$ cat config.mk
export PLATFORM = sky130hd
export DESIGN_NAME = sort_seq_ctrl_flat
export DESIGN_NICKNAME = d
export VERILOG_FILES = /design/src/rtl/sort_seq_ctrl_pkg.sv /design/src/rtl/sort_seq_ctrl_if.sv /design/src/rtl/sort_seq_ctrl.sv /design/src/flat_wrapper.sv
export SDC_FILE = /design/constraint.sdc
export NUM_CORES = 1
export LEC_CHECK = 0
export ABC_AREA = 1
export CELL_PAD_IN_SITES_DETAIL_PLACEMENT = 0
export CELL_PAD_IN_SITES_GLOBAL_PLACEMENT = 1
export CORE_MARGIN = 5
export CORE_UTILIZATION = 26
export DETAILED_ROUTE_END_ITERATION = 8
export HOLD_SLACK_MARGIN = 0.05
export PLACE_DENSITY_LB_ADDON = 0.12
export SYNTH_ARGS = -nofsm -noshare
export SYNTH_HDL_FRONTEND = slang
export SYNTH_SLANG_ARGS = --single-unit
$ cat constraint.sdc
create_clock -name clk -period 1.9 [get_ports clk]
set_clock_uncertainty 0.15 [all_clocks]
set_input_delay 0.57 -clock clk [delete_from_list [all_inputs] [get_ports clk]]
set_output_delay 0.57 -clock clk [all_outputs]
set_load 0.05 [all_outputs]
$ cat src/rtl/sort_seq_ctrl_pkg.sv
// sort_pkg: shared state encoding and counter sizing for the sorting-array sequencer
package sort_pkg;
  typedef enum logic [1:0] {LOAD, DRAIN, FLUSH} state_t;
  function automatic int cnt_w(input int n);
    return $clog2(n + 1);
  endfunction
endpackage

$ cat src/rtl/sort_seq_ctrl_if.sv
// sort_seq_ctrl_if: unsorted input stream and sorted output stream handshakes
interface sort_seq_ctrl_if #(
  parameter int DATA_WIDTH = 8
);
  logic                  in_valid;
  logic                  in_ready;
  logic [DATA_WIDTH-1:0] in_data;
  logic                  in_last;
  logic                  out_valid;
  logic                  out_ready;
  logic [DATA_WIDTH-1:0] out_data;
  logic                  out_last;
  modport master (
    output in_valid, in_data, in_last, out_ready,
    input  in_ready, out_valid, out_data, out_last
  );
  modport slave (
    input  in_valid, in_data, in_last, out_ready,
    output in_ready, out_valid, out_data, out_last
  );
endinterface

$ cat src/rtl/sort_seq_ctrl.sv
// sort_seq_ctrl: loads a set into the sorting-cell array, drains it in ascending order, then clears it
module sort_seq_ctrl
  import sort_pkg::*;
#(
  parameter int DATA_WIDTH = 8,
  parameter int NUM_CELLS  = 16,
  localparam int CNT_W     = cnt_w(NUM_CELLS)
) (
  input  logic                  clk,
  input  logic                  reset,
  sort_seq_ctrl_if.slave        s,
  output logic                  arr_enable,
  output logic                  arr_shift_up,
  output logic [DATA_WIDTH-1:0] arr_new_data,
  input  logic [DATA_WIDTH-1:0] arr_head_data,
  output logic                  arr_clear,
  output logic                  busy,
  output logic [CNT_W-1:0]      item_count
);
  state_t           state;
  logic [CNT_W-1:0] remain;
  logic             accept;
  logic             take;
  assign s.in_ready    = (state == LOAD) && (item_count < CNT_W'(NUM_CELLS));
  assign accept        = s.in_valid && s.in_ready;
  assign take          = (state == DRAIN) && s.out_ready;
  assign s.out_valid   = state == DRAIN;
  assign s.out_data    = arr_head_data;
  assign s.out_last    = (state == DRAIN) && (remain == CNT_W'(1));
  assign arr_enable    = accept || take;
  assign arr_shift_up  = take;
  assign arr_new_data  = s.in_data;
  assign arr_clear     = state == FLUSH;
  assign busy          = state != LOAD;
  // item_count keeps the loaded size through DRAIN; remain tracks what is still to be shifted out
  always_ff @(posedge clk or posedge reset) begin
    if (reset) begin
      state      <= LOAD;
      item_count <= '0;
      remain     <= '0;
    end else begin
      case (state)
        LOAD: if (accept) begin
          item_count <= item_count + 1'b1;
          if (s.in_last || item_count == CNT_W'(NUM_CELLS - 1)) begin
            state  <= DRAIN;
            remain <= item_count + 1'b1;
          end
        end
        DRAIN: if (take) begin
          remain <= remain - 1'b1;
          if (remain == CNT_W'(1)) state <= FLUSH;
        end
        default: begin
          state      <= LOAD;
          item_count <= '0;
          remain     <= '0;
        end
      endcase
    end
  end
endmodule

$ cat src/flat_wrapper.sv
// flat-port wrapper written by rule: the top's interface ports become plain ports
module sort_seq_ctrl_flat import sort_pkg::*;
#(
  parameter int DATA_WIDTH = 8,
  parameter int NUM_CELLS  = 16,
  localparam int CNT_W     = cnt_w(NUM_CELLS)
)
  (clk, reset, arr_enable, arr_shift_up, arr_new_data, arr_head_data, arr_clear, busy, item_count, s_in_valid, s_in_data, s_in_last, s_out_ready, s_in_ready, s_out_valid, s_out_data, s_out_last);
  sort_seq_ctrl_if #(.DATA_WIDTH(DATA_WIDTH)) s_i ();
  input  logic clk;
  input  logic reset;
  output logic arr_enable;
  output logic arr_shift_up;
  output logic [DATA_WIDTH-1:0] arr_new_data;
  input  logic [DATA_WIDTH-1:0] arr_head_data;
  output logic arr_clear;
  output logic busy;
  output logic [CNT_W-1:0] item_count;
  input wire logic [$bits(s_i.in_valid)-1:0] s_in_valid;
  input wire logic [$bits(s_i.in_data)-1:0] s_in_data;
  input wire logic [$bits(s_i.in_last)-1:0] s_in_last;
  input wire logic [$bits(s_i.out_ready)-1:0] s_out_ready;
  output wire logic [$bits(s_i.in_ready)-1:0] s_in_ready;
  output wire logic [$bits(s_i.out_valid)-1:0] s_out_valid;
  output wire logic [$bits(s_i.out_data)-1:0] s_out_data;
  output wire logic [$bits(s_i.out_last)-1:0] s_out_last;
  assign s_i.in_valid = s_in_valid;
  assign s_i.in_data = s_in_data;
  assign s_i.in_last = s_in_last;
  assign s_i.out_ready = s_out_ready;
  assign s_in_ready = s_i.in_ready;
  assign s_out_valid = s_i.out_valid;
  assign s_out_data = s_i.out_data;
  assign s_out_last = s_i.out_last;
  sort_seq_ctrl #(.DATA_WIDTH(DATA_WIDTH), .NUM_CELLS(NUM_CELLS)) u_core (.clk(clk), .reset(reset), .s(s_i), .arr_enable(arr_enable), .arr_shift_up(arr_shift_up), .arr_new_data(arr_new_data), .arr_head_data(arr_head_data), .arr_clear(arr_clear), .busy(busy), .item_count(item_count));
endmodule
==> flow_metrics.py <==
metrics = {
    "detailed_routing": {
        "routed_via_density": 4.09,
        "drc": 0,
        "routed_wl_mm": 2.01,
        "detailedRoute.firstIterationViolations": 19,
        "top_layer": "met4",
        "drt_first_pass_iters": 4,
        "dr_total_vias": 760,
        "wl_met3_um": 100,
        "wl_per_cell_um": 10.8,
        "wl_met2_um": 936,
        "wl_met1_um": 964,
        "ant_nets": 0,
    },
    "timing": {
        "max_freq_mhz": 486,
        "drv_slew": 0,
        "rsz0062_at_grt": "yes",
        "worstMarginPinSlew_ns": 0.253,
        "hold_violations": 0,
        "timing.slew.headroom_pct": 83.2,
        "post-route-min-period_ns": 2.06,
        "setup_tns_ns": -0.504,
        "postLayoutSetupSlackWorst_ns": -0.159,
        "setup_viol_count_final": 6,
        "post-route-period-util_pct": 108,
    },
    "synth": {
        "synthTopCellsByCount": "27 x nand2_1, 16 x buf_4, 12 x dfrtp_1, 12 x inv_1",
        "ys_async_sr_fraction_pct": 100,
        "postSynthAreaPerCell_um2": 7.64,
        "ys_seq_area_share_pct": 34.2,
        "synth_area_leaders": "dfrtp_1 34%, buf_4 14%, nand2_1 12%",
        "syn_nets": 140,
        "synth_edf_count": 0,
        "synthDistinctLibCells": 22,
        "netlist_instances": 115,
        "synthesis.area_um2": 878,
        "synthFlopType": "dfrtp_1",
        "synth_largest_area_cell": "dfrtp_1",
        "yosys.cell_count.top_type": "nand2_1",
        "synth_top_area_share_pct": 34.2,
        "yosysWarningCount": 0,
        "ys_seq_elements": 12,
    },
    "critical_path": {
        "r2r_start": "u_core.item_count[0]$_DFFE_PP0P_",
        "crit_path_end_kind": "output port",
        "crit_required_ns": 1.18,
        "crit_path_start_kind": "register",
        "ff2ff_setup_slack_ns": 0.24,
        "critical_path_class": "reg2out",
        "r2r-end": "u_core.remain[4]$_DFFE_PP0P_",
        "crit_end": "arr_enable",
        "critPathMaxFanout": 3,
        "critPathLaunch": "u_core.state[0]$_DFFE_PP0P_",
        "crit_arrival_ns": 1.34,
        "ff2ff_path_depth": 8,
    },
    "job": {
        "max_cap_viol_count": 0,
    },
    "power": {
        "powerDensity_mw_per_mm2": 1750,
        "leakage_nw": 0.634,
        "worst_ir_drop_vdd_mv": 0.725,
        "power.total_mw": 2.35,
    },
    "cts": {
        "clk_pin_slew_ns": 0.08,
        "clockBufferDepth": 2,
        "htree_num_levels": 1,
        "clock_sinks": 12,
        "clockRootBuffer": "clkbuf_4",
        "worstSkewPairLatency_ns": 0.27,
        "cts_made_buffers": 3,
        "cts_tree": "done",
    },
    "placed_design": {
        "numPortBuffers": 16,
        "dpl_cell_area_mm2": 0.00121,
        "dp_cells": 173,
        "gp_routability_congestion": 0.702,
        "dp_hpwl_mm": 1.57,
    },
    "grt": {
        "grt_pass1_wl_mm": 3.22,
        "antenna_found_initial": 0,
        "grt_util_all_layers_pct": 9.39,
        "grt_pass1_vias": 735,
        "grt_overflow": 0,
        "grt_max_degree": 13,
    },
    "cells_and_area": {
        "nets": 166,
        "postLayoutCellArea_mm2": 0.00134,
        "antenna_cells": 0,
        "postLayoutCoreUtil_pct": 40.6,
        "drive_gt1_share_pct": 43.6,
        "syn_to_final_growth_pct": 53.0,
        "instances_no_fill": 186,
    },
    "floorplan": {
        "fp.dieH_um": 68.1,
        "row_count": 21,
        "io_pins": 49,
        "die_w_um": 68.1,
        "start_util_pct": 26.5,
        "die_area_mm2": 0.00464,
        "coreArea_mm2": 0.00331,
    },
    "status": {
        "violations": "setup timing",
        "status": "finished, violations left",
    },
    "min_path": {
        "hold_class": "reg2reg",
    },
}
==> area by class of cell <==
type / count / area (um2)
well taps: 46 / 57.6
multi-input cells: 72 / 443
repair buffers: 37 / 434
fillers: 359 / 1970
flip-flops and latches: 12 / 305
inverters: 15 / 67.6
clock buffers: 4 / 36.3
==> state kept, by name, indices dropped and copies added (netlist names) <==
| signal | cells |
|---|---|
| u_core.item_count | 5 |
| u_core.remain | 5 |
| u_core.state | 2 |
==> through the flow <==
stage | worst slack [ns] | hold WS, ns
6_report | -0.159 | 0.375
4_1_cts | -0.172 | 0.389
3_3_place_gp | -0.276 | 0.356
5_1_grt | -0.234 | 0.409
3_5_place_dp | -0.297 | 0.366
2_1_floorplan | -0.160 | 0.285
==> report_power, final <==
part / leakage (nW) / internal (mW) / switching, mW
Combinational: 0.464 / 0.782 / 0.894
Sequential: 0.148 / 0.355 / 0.108
Clock: 0.0210 / 0.116 / 0.0915
Total: 0.634 / 1.25 / 1.09
==> worst max-delay path, cell delays in order, from the launching register on <==
cell	delay [ns]
dfrtp_2	0.46
nor2_4	0.17
inv_6	0.04
nor2_4	0.09
nand2_2	0.09
o21ai_4	0.08
buf_12	0.15
==> worst min-delay path by stage <==
stage	cells past startpoint	startpoint	slack, ns	end
5_1_grt	2	u_core.remain[4]$_DFFE_PP0P_	0.41	u_core.remain[4]$_DFFE_PP0P_
3_3_place_gp	2	u_core.remain[4]$_DFFE_PP0P_	0.36	u_core.remain[4]$_DFFE_PP0P_
6_report	2	u_core.remain[4]$_DFFE_PP0P_	0.38	u_core.remain[4]$_DFFE_PP0P_
3_5_place_dp	2	u_core.remain[4]$_DFFE_PP0P_	0.37	u_core.remain[4]$_DFFE_PP0P_
2_1_floorplan	1	reset	0.28	u_core.item_count[2]$_DFFE_PP0P_
4_1_cts	2	u_core.remain[4]$_DFFE_PP0P_	0.39	u_core.remain[4]$_DFFE_PP0P_
==> repair_timing <==
| action | in CTS | in global routing |
|---|---|---|
| pin swaps | 6 | 2 |
| cloned | 0 | 0 |
| gates resized for setup | 7 | 6 |
| setup endpoints to repair | 5 | 7 |
| setup buffers | 6 | 3 |
| hold buffers | 0 | 0 |
==> cell families after synthesis <==
| kind of cell | after synthesis | synth area share (%) |
|---|---|---|
| AOI/OAI and AO/OA | 14 | 8.55 |
| xor gates and xnor gates | 1 | 0.997 |
| adders and majority gates | 4 | 5.70 |
| buffers and inverters | 31 | 20.4 |
| DFF | 12 | 34.2 |
| and+or+nand+nor | 53 | 30.2 |
==> per-layer routing <==
| metal | up-vias | GRT usage (%) |
|---|---|---|
| met5 | - | 0 |
| met4 | 0 | 3.97 |
| met3 | 2 | 2.30 |
| met2 | 19 | 15.4 |
| met1 | 338 | 11.6 |
| li1 | 401 | - |
==> placed cells by master (no fill, tap or decap) <==
cell type,n
dlygate4sd2_1,2
nor2_8,1
dfrtp_2,4
buf_4,19
clkinvlp_4,1
inv_4,1
nor2_1,6
buf_6,3
buf_12,11
clkdlybuf4s50_1,2
o21ai_0,7
or2_2,1
dfrtp_1,8
nand4_1,2
ha_1,3
or2_0,1
clkbuf_8,1
inv_6,1
o22ai_1,1
nor2_4,4
inv_1,8
o21ai_1,4
nand2_1,26
xnor2_1,1
o21ai_2,1
nand2_4,2
ha_4,1
clkbuf_4,3
o21ai_4,1
nand2_2,2
inv_2,4
nand3_1,8
Power figures use the tool's default switching activity.
